`src/rtl/io_uart_responder.sv`:
```
// io_uart_responder: target side of the core's IO write/read port.
// Decodes a one-hot word address (io_addr[15:2]) onto three registers:
//   w[0] LED register (6 bits, read back in [5:0])
//   w[1] UART transmit data (push into TX FIFO; reads as 0)
//   w[2] UART status: [9] fifo_full, [10] tx_idle, [11] sticky overflow
//        (write 1 to bit 11 to clear)
// Multiple selected bits write every selected register; reads are ORed.
// Reads are combinational because the core samples data with the address.
//
// Ports:
//   clk       clock
//   resetn    synchronous reset, active-low
//   io_addr   IO byte address
//   io_wdata  IO write data
//   io_wr     one-cycle write strobe
//   io_rdata  combinational read data
//   leds      LED register
//   uart_tx   8N1 serial output, idle high, registered
module io_uart_responder #(
   parameter int unsigned CLK_FREQ_HZ = 10000000,
   parameter int unsigned BAUD_RATE   = 1000000,
   parameter int unsigned FIFO_DEPTH  = 4
) (
   input  logic        clk,
   input  logic        resetn,
   input  logic [31:0] io_addr,
   input  logic [31:0] io_wdata,
   input  logic        io_wr,
   output logic [31:0] io_rdata,
   output logic [5:0]  leds,
   output logic        uart_tx
);

   localparam int unsigned DIV    = CLK_FREQ_HZ / BAUD_RATE;
   localparam int unsigned PTR_W  = (FIFO_DEPTH > 1) ? $clog2(FIFO_DEPTH) : 1;
   localparam int unsigned CNT_W  = $clog2(FIFO_DEPTH + 1);
   localparam int unsigned BAUD_W = (DIV > 1) ? $clog2(DIV) : 1;
   localparam logic [CNT_W-1:0]  FULL_CNT  = CNT_W'(FIFO_DEPTH);
   localparam logic [BAUD_W-1:0] BAUD_LOAD = BAUD_W'(DIV - 1);

   if (DIV < 2) begin : g_div_check
      $error("io_uart_responder: CLK_FREQ_HZ/BAUD_RATE must be >= 2");
   end
   if (FIFO_DEPTH < 2 || (FIFO_DEPTH & (FIFO_DEPTH - 1)) != 0) begin : g_depth_check
      $error("io_uart_responder: FIFO_DEPTH must be a power of 2 and >= 2");
   end

   typedef enum logic [1:0] {StIdle, StStart, StData, StStop} state_e;

   // Address decode
   logic w_sel_led, w_sel_data, w_sel_stat;
   assign w_sel_led  = io_addr[2];
   assign w_sel_data = io_addr[3];
   assign w_sel_stat = io_addr[4];

   logic w_unused_bits;
   assign w_unused_bits = ^{io_addr[31:5], io_addr[1:0], io_wdata[31:12], io_wdata[10:8]};

   // State
   logic [5:0]        r_leds;
   logic              r_ovf;
   logic [7:0]        r_mem [FIFO_DEPTH];
   logic [PTR_W-1:0]  r_rd_ptr, r_wr_ptr;
   logic [CNT_W-1:0]  r_count;
   state_e            r_state;
   logic [BAUD_W-1:0] r_baud;
   logic [2:0]        r_bit;
   logic [7:0]        r_shift;
   logic              r_tx;

   // Next-state
   state_e            w_state_d;
   logic [BAUD_W-1:0] w_baud_d;
   logic [2:0]        w_bit_d;
   logic [7:0]        w_shift_d;
   logic              w_tx_d;
   logic              w_pop;

   logic w_full, w_empty, w_push, w_ovf_set, w_ovf_clr, w_tx_idle;
   logic [31:0] w_status;

   // Full/empty are taken before any same-cycle push or pop.
   assign w_full    = (r_count == FULL_CNT);
   assign w_empty   = (r_count == '0);
   assign w_push    = io_wr & w_sel_data & ~w_full;
   assign w_ovf_set = io_wr & w_sel_data & w_full;
   assign w_ovf_clr = io_wr & w_sel_stat & io_wdata[11];
   assign w_tx_idle = w_empty & (r_state == StIdle);
   assign w_status  = {20'b0, r_ovf, w_tx_idle, w_full, 9'b0};

   // Registers: LED and overflow
   always_ff @(posedge clk) begin
      if (!resetn) begin
         r_leds <= '0;
         r_ovf  <= 1'b0;
      end else begin
         if (io_wr && w_sel_led) r_leds <= io_wdata[5:0];
         // Set wins over a same-cycle clear.
         r_ovf <= w_ovf_set | (r_ovf & ~w_ovf_clr);
      end
   end

   // TX FIFO storage (contents need no reset; pointers and count do)
   always_ff @(posedge clk) begin
      if (w_push) r_mem[r_wr_ptr] <= io_wdata[7:0];
   end

   always_ff @(posedge clk) begin
      if (!resetn) begin
         r_rd_ptr <= '0;
         r_wr_ptr <= '0;
         r_count  <= '0;
      end else begin
         if (w_push) r_wr_ptr <= r_wr_ptr + PTR_W'(1);
         if (w_pop)  r_rd_ptr <= r_rd_ptr + PTR_W'(1);
         case ({w_push, w_pop})
            2'b10:   r_count <= r_count + CNT_W'(1);
            2'b01:   r_count <= r_count - CNT_W'(1);
            default: r_count <= r_count;
         endcase
      end
   end

   // TX FSM state register
   always_ff @(posedge clk) begin
      if (!resetn) begin
         r_state <= StIdle;
         r_baud  <= '0;
         r_bit   <= '0;
         r_shift <= '0;
         r_tx    <= 1'b1;
      end else begin
         r_state <= w_state_d;
         r_baud  <= w_baud_d;
         r_bit   <= w_bit_d;
         r_shift <= w_shift_d;
         r_tx    <= w_tx_d;
      end
   end

   // TX FSM next-state; w_tx_d is the line level for the cycle after this edge.
   always_comb begin
      w_state_d = r_state;
      w_baud_d  = r_baud;
      w_bit_d   = r_bit;
      w_shift_d = r_shift;
      w_tx_d    = r_tx;
      w_pop     = 1'b0;
      unique case (r_state)
         StIdle: begin
            w_tx_d = 1'b1;
            if (!w_empty) begin
               w_pop     = 1'b1;
               w_shift_d = r_mem[r_rd_ptr];
               w_baud_d  = BAUD_LOAD;
               w_state_d = StStart;
               w_tx_d    = 1'b0;
            end
         end
         StStart: begin
            if (r_baud == '0) begin
               w_state_d = StData;
               w_bit_d   = 3'd0;
               w_baud_d  = BAUD_LOAD;
               w_tx_d    = r_shift[0];
            end else begin
               w_baud_d = r_baud - BAUD_W'(1);
            end
         end
         StData: begin
            if (r_baud == '0) begin
               w_baud_d = BAUD_LOAD;
               if (r_bit == 3'd7) begin
                  w_state_d = StStop;
                  w_tx_d    = 1'b1;
               end else begin
                  w_bit_d   = r_bit + 3'd1;
                  w_shift_d = r_shift >> 1;
                  w_tx_d    = r_shift[1];
               end
            end else begin
               w_baud_d = r_baud - BAUD_W'(1);
            end
         end
         StStop: begin
            if (r_baud == '0) begin
               if (!w_empty) begin
                  // Back-to-back frame: straight into the next start bit.
                  w_pop     = 1'b1;
                  w_shift_d = r_mem[r_rd_ptr];
                  w_baud_d  = BAUD_LOAD;
                  w_state_d = StStart;
                  w_tx_d    = 1'b0;
               end else begin
                  w_state_d = StIdle;
                  w_tx_d    = 1'b1;
               end
            end else begin
               w_baud_d = r_baud - BAUD_W'(1);
            end
         end
         default: begin
            w_state_d = StIdle;
            w_tx_d    = 1'b1;
         end
      endcase
   end

   // Combinational read mux
   always_comb begin
      io_rdata = '0;
      if (w_sel_led)  io_rdata = io_rdata | {26'b0, r_leds};
      if (w_sel_stat) io_rdata = io_rdata | w_status;
   end

   assign leds    = r_leds;
   assign uart_tx = r_tx;

endmodule

```
`config.mk`:
```
export PLATFORM = sky130hd
export DESIGN_NAME = io_uart_responder
export DESIGN_NICKNAME = d
export VERILOG_FILES = /design/src/rtl/io_uart_responder.sv
export SDC_FILE = /design/constraint.sdc
export NUM_CORES = 1
export LEC_CHECK = 0
export CORE_MARGIN = 1.5
export CORE_UTILIZATION = 42
export CTS_CLUSTER_DIAMETER = 100
export CTS_CLUSTER_SIZE = 12
export DETAILED_ROUTE_END_ITERATION = 10
export GPL_TIMING_DRIVEN = 1
export PLACE_DENSITY = 0.74
export REMOVE_ABC_BUFFERS = 1
export SLEW_MARGIN = 20
export SYNTH_ARGS = -nofsm -noshare
export SYNTH_HDL_FRONTEND = slang
export SYNTH_SLANG_ARGS = --single-unit
```
`constraint.sdc`:
```
create_clock -name clk -period 2.25 [get_ports clk]
set_input_delay 0.225 -clock clk [delete_from_list [all_inputs] [get_ports clk]]
set_output_delay 0.225 -clock clk [all_outputs]
set_load 0.01 [all_outputs]
```
=== After elaboration in Yosys (flattened, before gate mapping) ===
Memories as Yosys holds them, arrays and structs flattened. A register that Yosys moved wholly into a read port is not among the register bits.
Cells that the tools add are included.

* Register bits after elaboration: 32
* RAM bits: 32
* Input port bits: 67
* Output and inout port bits: 39
* Word-level logic and storage cells: 89
* Memories: 1

{| class="wikitable"
|+ Memories
! memory !! depth !! bits a word !! rd ports !! clocked after memory_dff !! write ports !! line !! RTL
|-
| r_mem || 4 || 8 || 1 || 1 || 1 || 62 || <nowiki>logic [7:0] r_mem [FIFO_DEPTH];</nowiki>
|}

* $add $sub $neg: 6
* Eq/ne operators: 13
* Mux-type cells: 36
* Bitwise logic cells: 11
* Reduce and logical (&&, ||, !) cells: 12

{| class="wikitable"
|+ Operators by type and width
! cell !! count
|-
| $mux 32 || 1
|-
| $mux 8 || 4
|-
| $or 32x12->32 || 1
|-
| $pmux 8 s3 || 1
|-
| $mux 2 || 7
|-
| $mux 4 || 3
|-
| $ne 2x2->1 const B || 6
|-
| $pmux 3 s2 || 2
|-
| $pmux 4 s3 || 1
|-
| $mux 1 || 10
|-
| $mux 3 || 3
|-
| $pmux 2 s4 || 1
|-
| $reduce_and 4->1 || 2
|-
| $and 1x1->1 || 7
|-
| $add 3x1->3 const B || 2
|-
| $eq 2x2->1 const B || 3
|-
| $eq 3x3->1 const B || 2
|-
| $mux 6 || 1
|-
| $reduce_and 5->1 || 1
|-
| $add 2x1->2 const B || 2
|-
| $eq 2x1->1 const B || 2
|-
| $logic_not 4->1 || 1
|-
| $pmux 1 s4 || 1
|-
| $reduce_bool 2->1 || 2
|-
| other kinds (11) || 12
|}

=== Logic depth before layout (Yosys ltp) ===
* Word-level depth: 6
* Gate-level depth with buffers: 12
* Depth with buffers taken out: 11

=== Worst setup path after synthesis ===
OpenSTA, ideal clock, no wires.

* Path kind: register to register
* Start: register r_state[1]
* End: register r_count[2]
* Library setup time: 76 ps
* Data arrival time: 2378 ps
* Required time: 2174 ps
* Path slack: -203 ps
* Cell stages (with the launch flop): 13
* Clock period less this slack: 2453 ps
* Path through: dfxtp_1 > inv_1 > ha_1 > clkbuf_1 > inv_1 > o211ai_1 > inv_1 > ha_1 > inv_1 > fa_1 > xor2_1 > or3_1 > a21boi_0

* Cells in the longest elaborated chain, start to end: 4

{| class="wikitable"
|+ Ends and longest elaborated chain
! what !! line !! RTL
|-
| start, declared || 65 || <nowiki>state_e r_state;</nowiki>
|-
| start signal, assigned || 127 || <nowiki>r_state <= StIdle;</nowiki>
|-
| start signal, assigned || 133 || <nowiki>r_state <= w_state_d;</nowiki>
|-
| $eq 2x2->1 / $logic_not 2->1 (equally long branches) || 149 || <nowiki>unique case (r_state)</nowiki>
|-
| $pmux 1 s2 * || 149 ||
|-
| named net w_pop || 77 || <nowiki>logic w_pop;</nowiki>
|-
| $eq 2x1->1 / $eq 2x2->1 (equally long branches) || 116 || <nowiki>case ({w_push, w_pop})</nowiki>
|-
| $pmux 3 s2 / $reduce_bool 2->1 (equally long branches) || - ||
|-
| end signal, assigned || 117 || <nowiki>2'b10: r_count <= r_count + CNT_W'(1);</nowiki>
|-
| end signal, assigned || 118 || <nowiki>2'b01: r_count <= r_count - CNT_W'(1);</nowiki>
|-
| end signal, assigned || 119 || <nowiki>default: r_count <= r_count;</nowiki>
|-
| end, declared || 64 || <nowiki>logic [CNT_W-1:0] r_count;</nowiki>
|}

The timed path passes the listed nets; every way through them passes the cells marked *.
A chain may end at the register's enable or synchronous reset.

=== Final worst setup path ===
* Start: register r_baud[1]
* End: register r_count[2]

* Cells in the longest elaborated chain, start to end: 5

{| class="wikitable"
|+ Ends and longest elaborated chain
! what !! line !! RTL
|-
| start, declared || 66 || <nowiki>logic [BAUD_W-1:0] r_baud;</nowiki>
|-
| start signal, assigned || 134 || <nowiki>r_baud <= w_baud_d;</nowiki>
|-
| $logic_not 4->1 * || 186 || <nowiki>if (r_baud == '0) begin</nowiki>
|-
| $mux 1 * || 186 ||
|-
| $pmux 1 s2 * || 149 ||
|-
| named net w_pop || 77 ||
|-
| $eq 2x1->1 / $eq 2x2->1 (equally long branches) || 116 ||
|-
| $pmux 3 s2 / $reduce_bool 2->1 (equally long branches) || - ||
|}

Marks and branches as above.

==> impl_metrics.ini <==
[floorplan]
die_h_um = 90.8
io_pins = 106
num_rows = 31
floorplan.die_area_um2 = 8250
coreArea_um2 = 7370
die_w_um = 90.8
floorplan.initialDensity_pct = 43.9

[worst_setup_path]
worstPathRequired_ns = 2.51
critical_path.endpoint_type = flip-flop
crit_type = reg -> reg
critPathArrivalTime_ns = 2.48
critical_path.max_fanout = 2
crit_path_start_kind = flip-flop

[sta]
fmax_mhz = 452
hold_violations = 0
final_count_of_negative_setup_slack_endpoints = 0
timing_max_transition_violations_final = 0
final.hold.worst_slack_ns = 0.464
timing.max_slew.rel_slack_pct = 63.0
worst_slew_pin_slew_ns = 0.553
grt_setup_unrepaired = true
timing.final.crit_share_pct = 98.4
final.setup_skew_ns = 0.00839
period_needed_ns = 2.21
tns_ns = 0

[clock_network]
tritoncts.num_buffers = 9
cts.sinks = 66
cts-hold-fix-buffers = 0
cts_tree = built
cts.htree.levels = 3
clock_insertion_delay_worst_skew_ns = 0.33
clock_input_transition_at_the_sequential_cells_of_the_worst_setup_and_hold_paths_ns = 0.08
cts.path.max_buffers = 2
clk_root_buffer_cell = clkbuf_8

[synth]
yosysUniqueCellTypes = 50
yosys_warnings = 0
synth_area_leaders = edfxtp_1, dfxtp_1, mux4_2, buf_4, ha_1
synth_largest_type_area_fraction_pct = 29.7
post_synthesis_register_bit_count = 66
synth_flop_cell = dfxtp_1
syn_avg_cell_area_um2 = 11.6
netlist_area_um2 = 3240
synthesis.instances = 280
synth_edf_count = 32
synth_async_sr_flop_share_pct = 0
ys_seq_area_share_pct = 50.7
yosysTopAreaCell = edfxtp_1

[power]
maximum_vdd_drop_mv = 0.444
pwr_density_cell_nw_per_um2 = 1060
p_leak_uw = 0.00148

[route]
detailedRoute.firstPassIterationCount = 5
antenna_left = 0
average_vias_per_placed_instance = 5.05
first_iter_violations = 87
wirelength_per_cell_um = 14.1
detailroute.via_count = 2209
drc_markers = 0
drt_wl_total_um = 6150

[global_route]
grt_total_usage_pct = 15.7
wire_length_of_the_first_global_routing_pass_um = 10400
grt_overflow_total = 0
grt_start_max_net_pins = 20
via_count_of_the_first_global_routing_pass = 2230
antenna_violations_before_repair = 0

[job]
maxCapViolCount = 0

[finish]
area_added_between_synthesis_and_finish_pct = 22.2
multi_input_area_um2 = 1410
antenna-diode-count = 0
register_area_um2 = 1650
layout.nets = 414
drive_above_1_share_pct = 20.4
nFillCells = 630

[hold_path]
min_path_type = reg -> reg

[placement]
place.detailed.hpwl_um = 4380
place.gp.congestion = 0.814
buffer_ports.inserted = 30

[run_status]
run_status = complete, no violations
[report_power, final]
part           switching, uW  total, uW  internal [uW]  leakage, uW
logic                    809       1570            765     0.000800
registers                113       1530           1420     0.000570
clock network            461       1080            622     0.000107
[cells in the final DEF, fill, tap and decap left out, types with 8 or more instances in the layout]
| master | netlist | layout |
|---|---|---|
| o21ai_0 | 9 | 8 |
| mux2i_1 | 9 | 9 |
| inv_1 | 14 | 10 |
| dfxtp_1 | 34 | 31 |
| mux4_2 | 8 | 8 |
| a21oi_1 | 10 | 10 |
| clkdlybuf4s50_1 | 0 | 30 |
| a21boi_0 | 13 | 12 |
| buf_4 | 23 | 27 |
| edfxtp_1 | 32 | 32 |
| clkbuf_8 | 0 | 9 |
| nand3_1 | 9 | 9 |
| ha_1 | 13 | 11 |
| conb_1 | 1 | 23 |
| nand2_1 | 13 | 13 |
| o31ai_1 | 8 | 8 |
| and2_1 | 17 | 17 |
[Yosys cell counts, drive strengths merged, types with 2 or more instances]
cell and instances:
dfxtp 34, edfxtp 32, buf 26, and2 17, inv 14, a21boi 13
ha 13, nand2 13, a21oi 11, clkbuf 11, mux2i 9, nand3 9
o21ai 9, mux4 8, o31ai 8, nor3 7, nor2 6, xnor2 4
nand4 3, o221ai 3, a2111oi 2, and3 2, and3b 2, nor2b 2
nor3b 2, o21a 2, or3 2
[through the flow]
step                      cells  power (uW)  area, um2  setup slack [ns]  util, %
after CTS                   437        4170       3940            0.0332     53.5
after global placement      420        3000       3710            0.0143     50.3
after global routing        437        4440       3960           -0.0948     53.7
after floorplan             265        2470       3090            -0.136        -
final                       437        4190       3960            0.0352     53.7
after detailed placement    420        3060       3710           -0.0594     50.3
[cells by family (layout without fill, tap and decap cells)]
kind of cell               after synthesis  in the layout  synth area share, %
xor gates and xnor gates                 5              5                 1.35
AOI/OAI and AO/OA                       54             54                 12.2
and+or+nand+nor                         72             72                 12.8
muxes                                   17             17                 8.35
adders and majority gates               14             14                 5.64
buffers and inverters                   51             87                 8.85
other                                    1             23                0.116
DFF                                     66             66                 50.7
[repair_timing]
item                       in CTS  in global routing
pin swaps                       3                  0
gates resized for setup         8                  7
buffers inserted                1                  0
setup endpoints to repair       1                  9
[flip-flops by register name, indices dropped and copies added, names as in the netlist, named ones only]
signal and flops:
leds 6, r_baud 4, r_bit 3, r_count 3
r_mem 32, r_ovf 1, r_rd_ptr 2, r_shift 8
r_state 2, r_wr_ptr 2, uart_tx 1
[routing by layer]
layer  GRT usage [%]  part of all wire [%]  vias to the layer above
met5               0                     0                        -
met4            5.21                   1.3                        0
met3            3.79                   4.4                        7
met2            26.7                    49                       63
met1            19.5                    45                     1063
li1                -                     -                     1076
[critical path, cell delays in order, from the launching register on]
cell      delay (ns)
dfxtp_2         0.33
inv_2           0.07
ha_4            0.13
and4bb_2        0.24
o211ai_1        0.13
inv_1           0.09
ha_2            0.19
inv_2           0.04
fa_2            0.32
xor2_1          0.15
or3_1           0.31
a21boi_1        0.14
[worst paths after layout]
path,slack (ns),start,end,depth (start not counted)
setup / recovery,0.04,r_baud[1],r_count[2],11
hold reg to reg,0.46,r_ovf,r_ovf,2
setup reg to reg,0.04,r_baud[1],r_count[2],11
hold / removal,0.46,r_ovf,r_ovf,2
[final cells by class]
cell class	instances	area share, %
Timing Repair Buffer	57	12.7
Clock inverter	7	2.37
Inverter	14	1.33
Sequential cell	66	41.6
Tap cell	99	3.13
Multi-Input combinational cell	185	35.7
Clock buffer	9	3.13
No activity file was read; power rests on OpenSTA's default activity.
